`src/rtl/efc_pkg.sv`:
```
// Shared constants and types for the EFC transition driver: transition indices,
// place_obs bit positions, response codes and driver states.
package efc_pkg;

    localparam int NUM_TRANS = 7;
    localparam int PLACE_W   = 10;

    localparam logic [2:0] T0        = 3'd0;
    localparam logic [2:0] T1        = 3'd1;
    localparam logic [2:0] T2        = 3'd2;
    localparam logic [2:0] T3        = 3'd3;
    localparam logic [2:0] T4        = 3'd4;
    localparam logic [2:0] T5        = 3'd5;
    localparam logic [2:0] T6        = 3'd6;
    localparam logic [2:0] T_ILLEGAL = 3'd7;

    // Bit positions of the place outputs exported by FSM1..FSM3
    localparam int P_F1_P0 = 0;
    localparam int P_F1_P2 = 1;
    localparam int P_F1_P4 = 2;
    localparam int P_F1_P6 = 3;
    localparam int P_F2_P7 = 4;
    localparam int P_F2_P0 = 5;
    localparam int P_F3_P1 = 6;
    localparam int P_F3_P2 = 7;
    localparam int P_F3_P4 = 8;
    localparam int P_F3_P6 = 9;

    typedef enum logic [1:0] {
        RSP_OK          = 2'd0,
        RSP_NOT_ENABLED = 2'd1,
        RSP_TIMEOUT     = 2'd2,
        RSP_BAD_INDEX   = 2'd3
    } rsp_code_t;

    typedef enum logic [1:0] {
        ST_IDLE   = 2'd0,
        ST_STROBE = 2'd1,
        ST_WAIT   = 2'd2,
        ST_RESP   = 2'd3
    } drv_state_t;

    // One-hot strobe for a transition index; the illegal index maps to all-zero.
    function automatic logic [NUM_TRANS-1:0] trans_onehot(input logic [2:0] idx);
        logic [7:0] wide;
        wide = 8'd1 << idx;
        return wide[NUM_TRANS-1:0];
    endfunction

endpackage

```
`src/rtl/efc_marking_decode.sv`:
```
// Combinational decode of the observable marking into per-transition
// enabled and confirmed flags.
module efc_marking_decode
    import efc_pkg::*;
(
    input  logic [PLACE_W-1:0]   place_obs,
    output logic [NUM_TRANS-1:0] enabled,
    output logic [NUM_TRANS-1:0] confirmed
);

    logic f1_p0, f1_p2, f1_p4, f1_p6;
    logic f2_p7, f2_p0;
    logic f3_p1, f3_p2, f3_p4, f3_p6;
    logic initial_marking;

    assign f1_p0 = place_obs[P_F1_P0];
    assign f1_p2 = place_obs[P_F1_P2];
    assign f1_p4 = place_obs[P_F1_P4];
    assign f1_p6 = place_obs[P_F1_P6];
    assign f2_p7 = place_obs[P_F2_P7];
    assign f2_p0 = place_obs[P_F2_P0];
    assign f3_p1 = place_obs[P_F3_P1];
    assign f3_p2 = place_obs[P_F3_P2];
    assign f3_p4 = place_obs[P_F3_P4];
    assign f3_p6 = place_obs[P_F3_P6];

    assign initial_marking = f1_p0 & f2_p0 & f3_p1;

    // FSM2 in neither p7 nor p0 means p3 or p5; the two are indistinguishable here.
    assign enabled[T0] = initial_marking;
    assign enabled[T1] = initial_marking;
    assign enabled[T2] = f1_p2 & f3_p2;
    assign enabled[T3] = ~f2_p7 & ~f2_p0;
    assign enabled[T4] = f1_p4 & f3_p4;
    assign enabled[T5] = ~f2_p7 & ~f2_p0;
    assign enabled[T6] = f1_p6 & f3_p6 & f2_p7;

    assign confirmed[T0] = f1_p2 & f3_p2 & ~f2_p0;
    assign confirmed[T1] = f1_p4 & f3_p4 & ~f2_p0;
    assign confirmed[T2] = f1_p6 & f3_p6;
    assign confirmed[T3] = f2_p7;
    assign confirmed[T4] = f1_p6 & f3_p6;
    assign confirmed[T5] = f2_p7;
    assign confirmed[T6] = initial_marking;

endmodule

```
`src/rtl/efc_transition_driver.sv`:
```
// Command stage for the FSM1/FSM2/FSM3 decomposition: checks a transition,
// strobes it for one cycle, waits for the marking to confirm and reports.
module efc_transition_driver
    import efc_pkg::*;
#(
    parameter int TIMEOUT_CYCLES = 15,
    parameter int CNT_W          = 16
) (
    input  logic                 clk,
    input  logic                 reset,
    input  logic                 cmd_valid,
    output logic                 cmd_ready,
    input  logic [2:0]           cmd_trans,
    output logic [NUM_TRANS-1:0] t_strobe,
    input  logic [PLACE_W-1:0]   place_obs,
    output logic                 rsp_valid,
    output logic [1:0]           rsp_code,
    output logic [CNT_W-1:0]     fire_count
);

    localparam logic [7:0] WAIT_LAST = 8'(TIMEOUT_CYCLES - 1);

    drv_state_t           state_reg;
    logic [2:0]           trans_reg;
    logic [7:0]           wait_cnt_reg;
    logic                 cmd_ready_reg;
    logic [NUM_TRANS-1:0] t_strobe_reg;
    logic                 rsp_valid_reg;
    rsp_code_t            rsp_code_reg;
    logic [CNT_W-1:0]     fire_count_reg;

    logic [NUM_TRANS-1:0] enabled;
    logic [NUM_TRANS-1:0] confirmed;
    logic [7:0]           enabled_ext;
    logic [7:0]           confirmed_ext;
    logic                 accept;

    efc_marking_decode u_decode (
        .place_obs (place_obs),
        .enabled   (enabled),
        .confirmed (confirmed)
    );

    // Padding bit 7 lets the 3-bit index address the vectors without range checks.
    assign enabled_ext   = {1'b0, enabled};
    assign confirmed_ext = {1'b0, confirmed};
    assign accept        = cmd_valid & cmd_ready_reg;

    always_ff @(posedge clk or negedge reset) begin
        if (!reset) begin
            state_reg      <= ST_IDLE;
            trans_reg      <= '0;
            wait_cnt_reg   <= '0;
            cmd_ready_reg  <= 1'b0;
            t_strobe_reg   <= '0;
            rsp_valid_reg  <= 1'b0;
            rsp_code_reg   <= RSP_OK;
            fire_count_reg <= '0;
        end else begin
            t_strobe_reg  <= '0;
            rsp_valid_reg <= 1'b0;
            case (state_reg)
                ST_IDLE: begin
                    if (accept) begin
                        trans_reg     <= cmd_trans;
                        cmd_ready_reg <= 1'b0;
                        if (cmd_trans == T_ILLEGAL) begin
                            state_reg     <= ST_RESP;
                            rsp_valid_reg <= 1'b1;
                            rsp_code_reg  <= RSP_BAD_INDEX;
                        end else if (!enabled_ext[cmd_trans]) begin
                            state_reg     <= ST_RESP;
                            rsp_valid_reg <= 1'b1;
                            rsp_code_reg  <= RSP_NOT_ENABLED;
                        end else begin
                            state_reg    <= ST_STROBE;
                            t_strobe_reg <= trans_onehot(cmd_trans);
                        end
                    end else begin
                        cmd_ready_reg <= 1'b1;
                    end
                end
                ST_STROBE: begin
                    state_reg    <= ST_WAIT;
                    wait_cnt_reg <= '0;
                end
                ST_WAIT: begin
                    // Confirmation takes priority over an expiring timeout.
                    if (confirmed_ext[trans_reg]) begin
                        state_reg      <= ST_RESP;
                        rsp_valid_reg  <= 1'b1;
                        rsp_code_reg   <= RSP_OK;
                        fire_count_reg <= fire_count_reg + CNT_W'(1);
                    end else if (wait_cnt_reg == WAIT_LAST) begin
                        state_reg     <= ST_RESP;
                        rsp_valid_reg <= 1'b1;
                        rsp_code_reg  <= RSP_TIMEOUT;
                    end else begin
                        wait_cnt_reg <= wait_cnt_reg + 8'd1;
                    end
                end
                ST_RESP: begin
                    state_reg     <= ST_IDLE;
                    cmd_ready_reg <= 1'b1;
                end
                default: state_reg <= ST_IDLE;
            endcase
        end
    end

    assign cmd_ready  = cmd_ready_reg;
    assign t_strobe   = t_strobe_reg;
    assign rsp_valid  = rsp_valid_reg;
    assign rsp_code   = rsp_code_reg;
    assign fire_count = fire_count_reg;

endmodule
```
`config.mk`:
```
export PLATFORM = sky130hd
export DESIGN_NAME = efc_transition_driver
export DESIGN_NICKNAME = d
export VERILOG_FILES = /design/src/rtl/efc_pkg.sv /design/src/rtl/efc_marking_decode.sv /design/src/rtl/efc_transition_driver.sv
export SDC_FILE = /design/constraint.sdc
export NUM_CORES = 1
export LEC_CHECK = 0
export ABC_AREA = 1
export ABC_CLOCK_PERIOD_IN_PS = 3700
export CORE_ASPECT_RATIO = 1.1
export CORE_UTILIZATION = 55
export DETAILED_ROUTE_END_ITERATION = 7
export HOLD_SLACK_MARGIN = 0.1
export MAX_ROUTING_LAYER = met4
export PLACE_DENSITY = 0.94
export SETUP_SLACK_MARGIN = 0.3
export SLEW_MARGIN = 40
export SYNTH_ARGS = -nofsm -noshare
export SYNTH_HDL_FRONTEND = slang
export SYNTH_SLANG_ARGS = --single-unit
```
`constraint.sdc`:
```
create_clock -name clk -period 3.7 [get_ports clk]
set_input_delay 0.74 -clock clk [delete_from_list [all_inputs] [get_ports clk]]
set_output_delay 0.74 -clock clk [all_outputs]
set_load 0.05 [all_outputs]
```
[After elaboration in Yosys (flattened, before gate mapping)]
Cells that the tools add are included.
W data, S select, Z words.
Cells by class
  add/subtract/negate cells: 2
  $lt $le $gt $ge: 2
  equality and inequality tests: 10
  shift operators: 1
  multiplexer cells: 31
  bitwise gates (word level): 12
  reductions and logical operators: 9
Operators with widths (count)
  $mux W7: 4
  $mux W2: 10
  $add A16 B1 Y16 const B: 1
  $mux W8: 2
  $pmux W8 S2: 1
  $and A1 B1 Y1: 10
  $add A8 B1 Y8 const B: 1
  $eq A8 B4 Y1 const B: 1
  $lt A3 B4 Y1 const B: 2
  $mux W1: 8
  $pmux W2 S4: 1
  $shl A1 B3 Y7 const A: 1
  $bmux W1 S3: 2
  $ne A2 B2 Y1 const B: 3
  $ne A3 B3 Y1 const B: 2
  $reduce_and A2 Y1: 3
  $reduce_bool A2 Y1: 3
  $eq A2 B2 Y1 const B: 2
  $pmux W1 S2: 2
  $pmux W2 S2: 1
  $reduce_and A4 Y1: 1
  $eq A3 B3 Y1 const B: 1
  $reduce_and A3 Y1: 1
  $eq A2 B1 Y1 const B: 1
  2 further kinds: 3
Word-level totals
  register bits after elaboration: 40
  input bits: 16
  output and inout port bits: 27

[Depth between registers and ports, before layout]
Gate-level depths: netlist of run 1.
  depth after elaboration: 8
  mapped depth: 10
  mapped depth without buffers: 10

[Hierarchy]
A second synthesis of run 1 with hierarchy kept.
Unflattened totals
  cell total of the unflattened synthesis: 292
  area, all modules: 2324.7 µm²
Modules (own cells, without submodules)
  efc_transition_driver: times used 1, cells each 271, area each 2219.6 µm², sequential area each 1001.0 µm²
  efc_marking_decode: times used 1, cells each 21, area each 105.1 µm², sequential area each 0.0 µm²

[Worst setup path after synthesis of run 1]
No wires, ideal clock.
  path kind: register to register
  start: reg fire_count_reg[0], in the netlist fire_count[0]
  end: reg fire_count_reg[10], in the netlist fire_count[10]
  library setup time: 142 ps
  arrival time: 1615 ps
  data required time: 3558 ps
  setup slack: 1943 ps
  stages on the path, launching flop included: 8
  cell sequence: dfrtp_1 ha_1 nand2_1 nor2_1 nand3_1 nor2_4 nand2_2 xnor2_1
Between the ends
  word-level cells in the longest chain between the ends: 1
Ends and longest elaborated chain
  start, declared: line efc_transition_driver.sv:30  | logic [CNT_W-1:0] fire_count_reg;
  start signal, assigned: line efc_transition_driver.sv:93  | fire_count_reg <= fire_count_reg + CNT_W'(1);
  $add A16 B1 Y16: line efc_transition_driver.sv:93
Every way passes these cells.
A chain may end at the register's enable or synchronous reset.

[Worst setup path in the final report of run 1]
  start: reg fire_count_reg[7], in the netlist fire_count[7]
  end: out fire_count[7]
RTL lines
  end, declared: line efc_transition_driver.sv:18  | output logic [CNT_W-1:0] fire_count
No word-level cell between the ends.

==> out/results.tsv, run 1 <==
metric	value	unit
max_cap_viol_count	0	
finalWeightedCongestion	0.919	
cts_tree	done	
rr_worst_depth	6	
maxSlewViolCount	0	
num-fill-cells	250	
synth.top_cells.by_area	dfrtp_1 46%, nand2_1 12%, inv_1 5.8%	
post_route_cells_drive_above_1_share	6.96	%
routed_wirelength	4580	um
multi_input_logic_area	1030	um^2
io_pins	43	
start_util	58.8	%
cts_htree_levels	2	
run_status	completed	
post-synth-top-count-cell	nand2_1	
path_delay_family	buffers and inverters	
std_cell_rows	23	
grt_antenna_before_repair	0	
detail_route.vias_per_cell	5.21	
initial_drt_markers	157	
start_kind	flop	
critPathCaptureType	output port	
finalCriticalPeriod	2310	ps
synthesis.instances	267	
worst_clock_skew	7.10	ps
synth.net_count	290	
cts_inserted_buffers	5	
setup.reg_to_reg.worst_slack	1810	ps
synth_enable_flop_cells	0	
largest_reg_flops	16	
critical_path.max_fanout	6	
worst-endpoint-arrival	1570	ps
cts.repair_timing.setup_buffer_count	0	
clkSlewWorstSetupHoldPaths	80	ps
count_of_buffers_from_port_buffering	42	
critPathMaxStageDelay	840	ps
die_y	68.1	um
detail-route-antenna-nets	0	
post_cts_resized	0	
asyncSetResetFlopFracSynth	100	%
critical_path.n_buffers_inverters	1	
grt_start_max_net_pins	41	
die_area	4220	um^2
root_buffer_cell	clkbuf_8	
total_nets_final	338	
crit_chain	clkdlybuf4s50_1	
crit_type	flop to output port	
insertion_delay	290	ps
critical-path-slowest-cell	clkdlybuf4s50_1	
vias	1908	
hp-class	input pin to async pin	
power.density_cell_area	688	nW/um^2
cts-root-to-sink-buffers	2	
number_of_failing_setup_endpoints_in_the_final_timing_report	0	
vdd_ir_drop_max	477	uV
synth-main-ff-cell	dfrtp_1	
power.total	1900	uW
yosys_register_bits	40	
chipWidth	62.1	um
worst_slew_pin_slew	552	ps
synth-seq-area-share	45.9	%
number_of_gates_on_the_worst_path_with_buffers_counted	1	
routed_wire_length_per_instance	12.5	um
synth.lib_cells_used.distinct	29	
synth.top_cell.area_share	45.9	%
core_area	3710	um^2
leakagePower	0.00130	uW
period_share	62.5	%
synth.avg_cell_area	8.17	um^2
holdBufCountCts	0	
synth_common_cells	70 x nand2_1, 40 x dfrtp_1, 34 x inv_1	
globalRouteTotalUtil	25.4	%
setup_repair_after_global_routing_missed_its_margin	no	
synth_area	2180	um^2
drt_pre_antenna_iters	4	
finalHoldViolCount	0	
grt_pass1_wl	7690	um
hpwl	3310	um
cts.sink_count	40	
maximum_achievable_frequency	0.432	GHz
areaGrowthSynthToFinish	26.4	%
netlist.top_cell.by_area	dfrtp_1	
worst_ep_required_time	2960	ps
timing.slew.headroom	63.1	%
leftover_overflow_at_the_end_of_global_routing	0	
synth.yosys.warnings	0	
seq_area	1000	um^2
diodes	0	
via_count_of_the_first_global_routing_pass	1829	
final.setup.tns	0	ps
drcViolationCount	0	
cell families after synthesis:
family          Yosys count  synth area share [%]
fa+ha+maj                 7                  4.01
simple gates            134                  28.4
compound gates           29                  7.05
buf+inv                  38                  7.00
xor+xnor                 19                  7.63
flops                    40                  45.9
placed cells by master (no fill, tap or decap), types with 2 or more instances in the layout:
cell	synthesis	routed
a21oi_1	3	3
clkbuf_8	0	5
clkdlybuf4s50_1	0	41
dfrtp_1	40	40
ha_1	7	7
inv_1	34	34
nand2_1	70	70
nand2_2	2	2
nand3_1	13	13
nand3_2	4	4
nand4_1	6	6
nor2_1	22	22
nor2_2	3	3
nor3_1	8	8
o21ai_0	13	13
o21ai_1	9	9
o21bai_1	2	2
xnor2_1	6	6
xor2_1	13	13
through the flow:
step	hold slack [ps]	util [%]	cells	worst slack, ps	cell area [um^2]
floorplan	444	-	267	1940	2180
global placement	497	71.4	358	1440	2650
detailed placement	503	71.4	358	1360	2650
CTS	417	74.3	366	1370	2760
global route	441	74.3	366	1310	2760
finish	404	74.3	366	1390	2760
report_power, final:
part / switching [uW] / leakage [uW] / internal, uW
clock network: 150 / 0.0000552 / 200
registers: 98.0 / 0.000516 / 543
logic: 611 / 0.000730 / 297
layout make-up:
| type | instances | share of cell area (%) |
|---|---|---|
| sequential | 40 | 36.3 |
| tap | 50 | 2.27 |
| inverter | 37 | 5.12 |
| clock buffer | 6 | 2.63 |
| clock inverter | 2 | 1.27 |
| multi-input combinational | 189 | 37.3 |
| timing repair buffer | 42 | 15.1 |
per-layer routing:
metal | up-vias | track usage [%] | routed length (um)
met3 | 7 | 5.67 | 188
li1 | 947 | - | -
met1 | 903 | 29.1 | 1950
met4 | 0 | 7.50 | 44
met5 | - | - | 0
met2 | 51 | 43.6 | 2390
worst paths after layout:
| path | end | from |
|---|---|---|
| hold / removal | fire_count[3]$_DFFE_PN0P_ | reset |
| setup reg to reg | t_strobe[3]$_DFF_PN0_ | state_reg[0]$_DFFE_PN0P_ |
| min in group clk | cmd_ready$_DFFE_PN0P_ | cmd_ready$_DFFE_PN0P_ |
| setup / recovery | fire_count[7] | fire_count[7]$_DFFE_PN0P_ |
| max in group asynchronous | trans_reg[2]$_DFFE_PN0P_ | reset |
| hold reg to reg | cmd_ready$_DFFE_PN0P_ | cmd_ready$_DFFE_PN0P_ |
No activity file was read; power rests on OpenSTA's default activity.
==> inputs of run 2 (changes only) <==
--- a/config.mk
+++ b/config.mk
@@ -6,13 +6,13 @@
 export NUM_CORES = 1
 export LEC_CHECK = 0
 export ABC_AREA = 1
-export ABC_CLOCK_PERIOD_IN_PS = 3700
+export ABC_CLOCK_PERIOD_IN_PS = 1900
 export CORE_ASPECT_RATIO = 1.1
-export CORE_UTILIZATION = 55
+export CORE_UTILIZATION = 46
 export DETAILED_ROUTE_END_ITERATION = 7
 export HOLD_SLACK_MARGIN = 0.1
 export MAX_ROUTING_LAYER = met4
-export PLACE_DENSITY = 0.94
+export PLACE_DENSITY = 0.85
 export SETUP_SLACK_MARGIN = 0.3
 export SLEW_MARGIN = 40
 export SYNTH_ARGS = -nofsm -noshare
==> constraint.sdc (replaced) <==
create_clock -name clk -period 1.9 [get_ports clk]
set_input_delay 0.38 -clock clk [delete_from_list [all_inputs] [get_ports clk]]
set_output_delay 0.38 -clock clk [all_outputs]
set_load 0.05 [all_outputs]
==> out/results.tsv, run 2 (synthesis gave the netlist of run 1 again) <==
metric	value	unit	change
post_route_cells_drive_above_1_share	20.7	%	was 6.96%
die_y	74.2	um	was 68.1 um
final.setup.tns	0	ps	unchanged
largest_reg_flops	16		unchanged
final_cell_mix	65 x nand2_1, 36 x dfrtp_1, 33 x inv_1		was 70 x nand2_1, 41 x clkdlybuf4s50_1, 40 x dfrtp_1
critical_path.reg2reg.startpoint	state_reg[0]$_DFFE_PN0P_		unchanged
max_cap_viol_count	0		unchanged
crit_type	flop to output port		unchanged
grt.met1_usage	25.0	%	was 29.1%
utilization_after_layout	65.2	%	was 74.3%
critical-path-slowest-cell	clkdlybuf4s15_1		was clkdlybuf4s50_1
critical_path.startpoint	rsp_code[1]$_DFFE_PN0P_		was fire_count[7]$_DFFE_PN0P_
internal_power	2060	uW	was 1040 uW
path_delay_family	buffers and inverters		unchanged
globalRouteMet3Util	4.60	%	was 5.67%
cts-root-to-sink-buffers	2		unchanged
globalRouteTotalUtil	21.6	%	was 25.4%
worst_slew_pin_slew	499	ps	was 552 ps
vias	1892		was 1908
insertion_delay	290	ps	about the same
crit_chain	clkdlybuf4s15_1		was clkdlybuf4s50_1
die_area	5020	um^2	was 4220 um^2
maxSlewViolCount	0		unchanged
io_pins	43		unchanged
leakagePower	0.00151	uW	was 0.00130 uW
finalHoldViolCount	0		unchanged
share_comb_of_total_power	48.3	%	was 47.8%
critPathCaptureType	output port		unchanged
seq_pwr_share	33.4	%	was 33.7%
diodes	0		unchanged
cts.sink_count	40		unchanged
std_cell_rows	25		was 23
switching_share	45.6	%	was 45.2%
grt_antenna_before_repair	0		unchanged
cts_tree	done		unchanged
critPathMaxStageDelay	500	ps	was 840 ps
run_status	completed		unchanged
count_of_buffers_from_port_buffering	42		unchanged
maximum_achievable_frequency	0.647	GHz	
cts_inserted_buffers	5		unchanged
grt_pass1_wl	7900	um	was 7690 um
critical_path.max_fanout	2		was 6
finalCriticalPeriod	1550	ps	
hp-class	input pin to flop		was input pin to async pin
total_nets_final	350		was 338
root_buffer_cell	clkbuf_8		unchanged
worst-endpoint-arrival	1170	ps	was 1570 ps
hold_start	place_obs[1]		
setup_repair_after_global_routing_missed_its_margin	no		unchanged
drt_pre_antenna_iters	4		unchanged
switching_power	1720	uW	was 859 uW
finalWeightedCongestion	0.886		was 0.919
period_share	81.4	%	
grtUsageMet2	36.4	%	was 43.6%
detail-route-antenna-nets	0		unchanged
worst_ep_required_time	1520	ps	was 2960 ps
grt_start_max_net_pins	21		was 41
post-route-cell-area	2880	um^2	was 2760 um^2
grt-busiest-layer	met2		unchanged
setup.reg_to_reg.worst_slack	420	ps	was 1810 ps
detail_route.vias_per_cell	4.95		was 5.21
number_of_failing_setup_endpoints_in_the_final_timing_report	0		unchanged
routed_wirelength	4620	um	was 4580 um
final_common_cell	nand2_1		unchanged
vdd_ir_drop_max	776	uV	was 477 uV
critical_path.n_buffers_inverters	1		unchanged
drcViolationCount	0		unchanged
start_kind	flop		unchanged
cts_htree_levels	2		unchanged
via_count_of_the_first_global_routing_pass	1876		was 1829
initial_drt_markers	184		was 157
core_area	4410	um^2	was 3710 um^2
timing.slew.headroom	66.9	%	was 63.1%
placement.cell_area	2690	um^2	was 2650 um^2
start_util	49.5	%	was 58.8%
power.density_cell_area	1310	nW/um^2	was 688 nW/um^2
routed_wire_length_per_instance	12.1	um	was 12.5 um
power.clock.fraction	18.3	%	was 18.4%
leftover_overflow_at_the_end_of_global_routing	0		unchanged
clkSlewWorstSetupHoldPaths	80	ps	about the same
areaGrowthSynthToFinish	31.8	%	was 26.4%
chipWidth	67.7	um	was 62.1 um
worst_clock_skew	5.16	ps	was 7.10 ps
hpwl	3420	um	was 3310 um
-- run 2: final cells by class --
class                           count  area, um^2
Inverter                           37         144
Multi-Input combinational cell    189        1080
Fill cell                         350        1540
Clock inverter                      3        42.5
Timing Repair Buffer               54         468
Clock buffer                        5        68.8
Tap cell                           54        67.6
Sequential cell                    40        1010
-- run 2: final timing paths --
kind                                             end  cells after the start
setup / recovery                         rsp_code[1]                      1
hold / removal                 t_strobe[2]$_DFF_PN0_                      3
setup reg to reg           fire_count[4]$_DFFE_PN0P_                      6
hold reg to reg            fire_count[3]$_DFFE_PN0P_                      1
max in group asynchronous  fire_count[1]$_DFFE_PN0P_                      3
min in group asynchronous      t_strobe[4]$_DFF_PN0_                      2
-- run 2: worst register-to-register path, stage by stage, from the launching register on --
cell,delay [ps]
dfrtp_1,420
inv_1,100
ha_2,250
nand3_4,180
nor2_4,170
nand2_2,80
xor2_2,170
-- run 2: timing repair --
item / in CTS / in global routing
hold buffers: 1 / 0
setup endpoints to repair: 17 / 33
hold endpoints to repair: 18 / 0
pin swaps: 0 / 11
buffers inserted: 0 / 2
gates resized for setup: 15 / 39
-- run 2: power groups by stage --
stage	sequential, uW	combinational [uW]	clock, uW
floorplan	1630	891	0
global placement	1270	1750	0
detailed placement	1270	1780	0
CTS	1250	1770	702
global route	1300	2030	742
finish	1260	1830	689
-- run 2: per-layer routing --
metal / wire [um] / vias up
li1: - / 970
met1: 2040 / 869
met2: 2290 / 43
met3: 211 / 10
met4: 78 / 0
met5: 0 / -
-- run 2: per-stage QoR --
step	total power (uW)	hold WS (ps)	worst slack [ps]	std cells
2_1_floorplan	2520	84.4	316	267
3_3_place_gp	3010	336	22.6	371
3_5_place_dp	3050	339	-40.8	371
4_1_cts	3720	494	288	380
5_1_grt	4070	422	301	382
6_report	3780	396	354	382
==> inputs of run 3 (changes only) <==
--- a/config.mk
+++ b/config.mk
@@ -6,7 +6,7 @@
 export NUM_CORES = 1
 export LEC_CHECK = 0
 export ABC_AREA = 1
-export ABC_CLOCK_PERIOD_IN_PS = 1900
+export ABC_CLOCK_PERIOD_IN_PS = 1420
 export CORE_ASPECT_RATIO = 1.1
 export CORE_UTILIZATION = 46
 export DETAILED_ROUTE_END_ITERATION = 7
==> constraint.sdc (replaced) <==
create_clock -name clk -period 1.42 [get_ports clk]
set_input_delay 0.284 -clock clk [delete_from_list [all_inputs] [get_ports clk]]
set_output_delay 0.284 -clock clk [all_outputs]
set_load 0.05 [all_outputs]
==> out/results.tsv, run 3 (synthesis gave the netlist of run 1 again) <==
metric	value	unit	change
io_pins	43		unchanged
finalHoldViolCount	0		unchanged
grt_antenna_before_repair	0		unchanged
share_comb_of_total_power	61.6	%	was 48.3%
finalCriticalPeriod	1650	ps	
grt_start_max_net_pins	41		was 21
clkSlewWorstSetupHoldPaths	90	ps	was 80 ps
run_status	finished, violations left		was completed
std_cell_rows	25		unchanged
post-place-cells	382		was 371
critical_path.startpoint	trans_reg[1]$_DFFE_PN0P_		was rsp_code[1]$_DFFE_PN0P_
worst-endpoint-arrival	1850	ps	was 1170 ps
chipWidth	67.7	um	unchanged
worst_ep_required_time	1610	ps	was 1520 ps
final_common_cell	nand2_1		unchanged
start_kind	flop		unchanged
max_cap_viol_count	0		unchanged
utilization_after_layout	85.4	%	was 65.2%
areaGrowthSynthToFinish	72.5	%	was 31.8%
critical_path.reg2reg.startpoint	trans_reg[1]$_DFFE_PN0P_		was state_reg[0]$_DFFE_PN0P_
critPathCaptureType	flop		was output port
total_nets_final	387		was 350
leftover_overflow_at_the_end_of_global_routing	0		unchanged
post_route_cells_drive_above_1_share	46.8	%	was 20.7%
period_share	116	%	
placement.cell_area	3170	um^2	was 2690 um^2
initial_drt_markers	230		was 184
pnr_worst_setup_slack	-233	ps	was 354 ps
critical_path.max_fanout	8		was 2
maxSlewViolCount	0		unchanged
post_layout_nonfiller_instances	419		was 382
internal_power	3590	uW	was 2060 uW
failed_checks	negative setup slack		
seq_pwr_share	26.8	%	was 33.4%
maximum_achievable_frequency	0.605	GHz	
worstHoldEndpoint	trans_reg[0]$_DFFE_PN0P_		was t_strobe[2]$_DFF_PN0_
die_area	5020	um^2	unchanged
detail_route.vias_per_cell	5.84		was 4.95
routed_wirelength	7980	um	was 4620 um
cts-root-to-sink-buffers	2		unchanged
switching_share	46.6	%	was 45.6%
drcViolationCount	0		unchanged
power.density_cell_area	1790	nW/um^2	was 1310 nW/um^2
insertion_delay	310	ps	was 290 ps
via_count_of_the_first_global_routing_pass	2211		was 1876
hpwl	3700	um	was 3420 um
cts_inserted_buffers	5		unchanged
timing.rr.end	fire_count[13]$_DFFE_PN0P_		was fire_count[4]$_DFFE_PN0P_
rr_worst_depth	9		was 6
grt_pass1_wl	9800	um	was 7900 um
worst_clock_skew	9.97	ps	was 5.16 ps
cts_tree	done		unchanged
cts_htree_levels	2		unchanged
start_util	49.5	%	unchanged
count_of_buffers_from_port_buffering	42		unchanged
number_of_failing_setup_endpoints_in_the_final_timing_report	28		was 0
routed_wire_length_per_instance	19.1	um	was 12.1 um
timing.slew.headroom	78.5	%	was 66.9%
diodes	0		unchanged
drt_pre_antenna_iters	5		was 4
vias	2445		was 1892
power.clock.fraction	11.6	%	was 18.3%
core_area	4410	um^2	unchanged
root_buffer_cell	clkbuf_8		unchanged
leakagePower	0.00177	uW	was 0.00151 uW
detail-route-antenna-nets	0		unchanged
crit_type	flop to flop		was flop to output port
largest_reg_flops	16		unchanged
final_cell_mix	49 x nand2_1, 33 x buf_4, 29 x buf_12		was 65 x nand2_1, 36 x dfrtp_1, 33 x inv_1
cts.sink_count	40		unchanged
die_y	74.2	um	unchanged
hp-class	input pin to flop		unchanged
post-route-cell-area	3760	um^2	was 2880 um^2
setup_repair_after_global_routing_missed_its_margin	yes		was no
min_delay_path_depth	4		was 3
switching_power	3140	uW	was 1720 uW
worst_slew_pin_slew	322	ps	was 499 ps
hold_start	cmd_trans[0]		was place_obs[1]
vdd_ir_drop_max	1390	uV	was 776 uV
setup.reg_to_reg.worst_slack	-230	ps	was 420 ps
finalWeightedCongestion	0.893		was 0.886
globalRouteTotalUtil	27.2	%	was 21.6%
run 3: cell type report:
type,count,area [um^2]
clock inverter,1,5.00
fill,196,646
timing repair buffer,90,1100
sequential,40,1020
tap,54,67.6
clock buffer,7,76.3
multi-input combinational,189,1340
inverter,37,146
timing repair inverter,1,6.26
run 3: routing by layer:
metal	vias up	GRT usage [%]	wire length [um]
li1	1038	-	-
met1	1175	30.5	2910
met2	172	47.0	4050
met3	60	4.75	514
met4	0	11.3	517
met5	-	-	0
run 3: critical path, stage by stage, from the launching register on:
cell,delay (ps)
dfrtp_2,430
inv_4,60
nor2_1,110
nand2_1,100
nand3_4,120
nand3_4,200
buf_6,180
buf_4,130
nand2_1,90
nand2_1,90
run 3: what timing repair did:
| action | in CTS | in global routing |
|---|---|---|
| hold buffers | 1 | 0 |
| pin swaps | 17 | 11 |
| hold endpoints to repair | 40 | 0 |
| endpoints found under the setup margin | 66 | 66 |
| resized for setup | 43 | 52 |
| gates cloned | 0 | 1 |
| setup buffers | 14 | 13 |
run 3: worst max path at each step:
stage | endpoint | slack [ps]
final | fire_count[13]$_DFFE_PN0P_ | -230
after global routing | wait_cnt_reg[4]$_DFFE_PN0P_ | -340
after CTS | fire_count[12]$_DFFE_PN0P_ | 8
after detailed placement | fire_count[12]$_DFFE_PN0P_ | -420
after global placement | rsp_code[0]$_DFFE_PN0P_ | -390
after floorplan | fire_count[10]$_DFFE_PN0P_ | -60
run 3: power by group through the flow:
stage          combinational, uW  sequential (uW)  clock (uW)
2_1_floorplan               1320             2210           0
3_3_place_gp                2950             1750           0
3_5_place_dp                3030             1760           0
4_1_cts                     3320             1740         748
5_1_grt                     4350             1820         817
6_report                    4140             1800         781
run 3: metrics by stage:
step / TNS [ps] / hold WS [ps] / setup WS (ps) / total power, uW
after global routing: -5980 / 426 / -343 / 6990
after CTS: 0 / 406 / 8.36 / 5810
after floorplan: -110 / -11.6 / -59.9 / 3520
after global placement: -10330 / 267 / -393 / 4700
after detailed placement: -11320 / 269 / -424 / 4790
final: -3970 / 409 / -233 / 6720
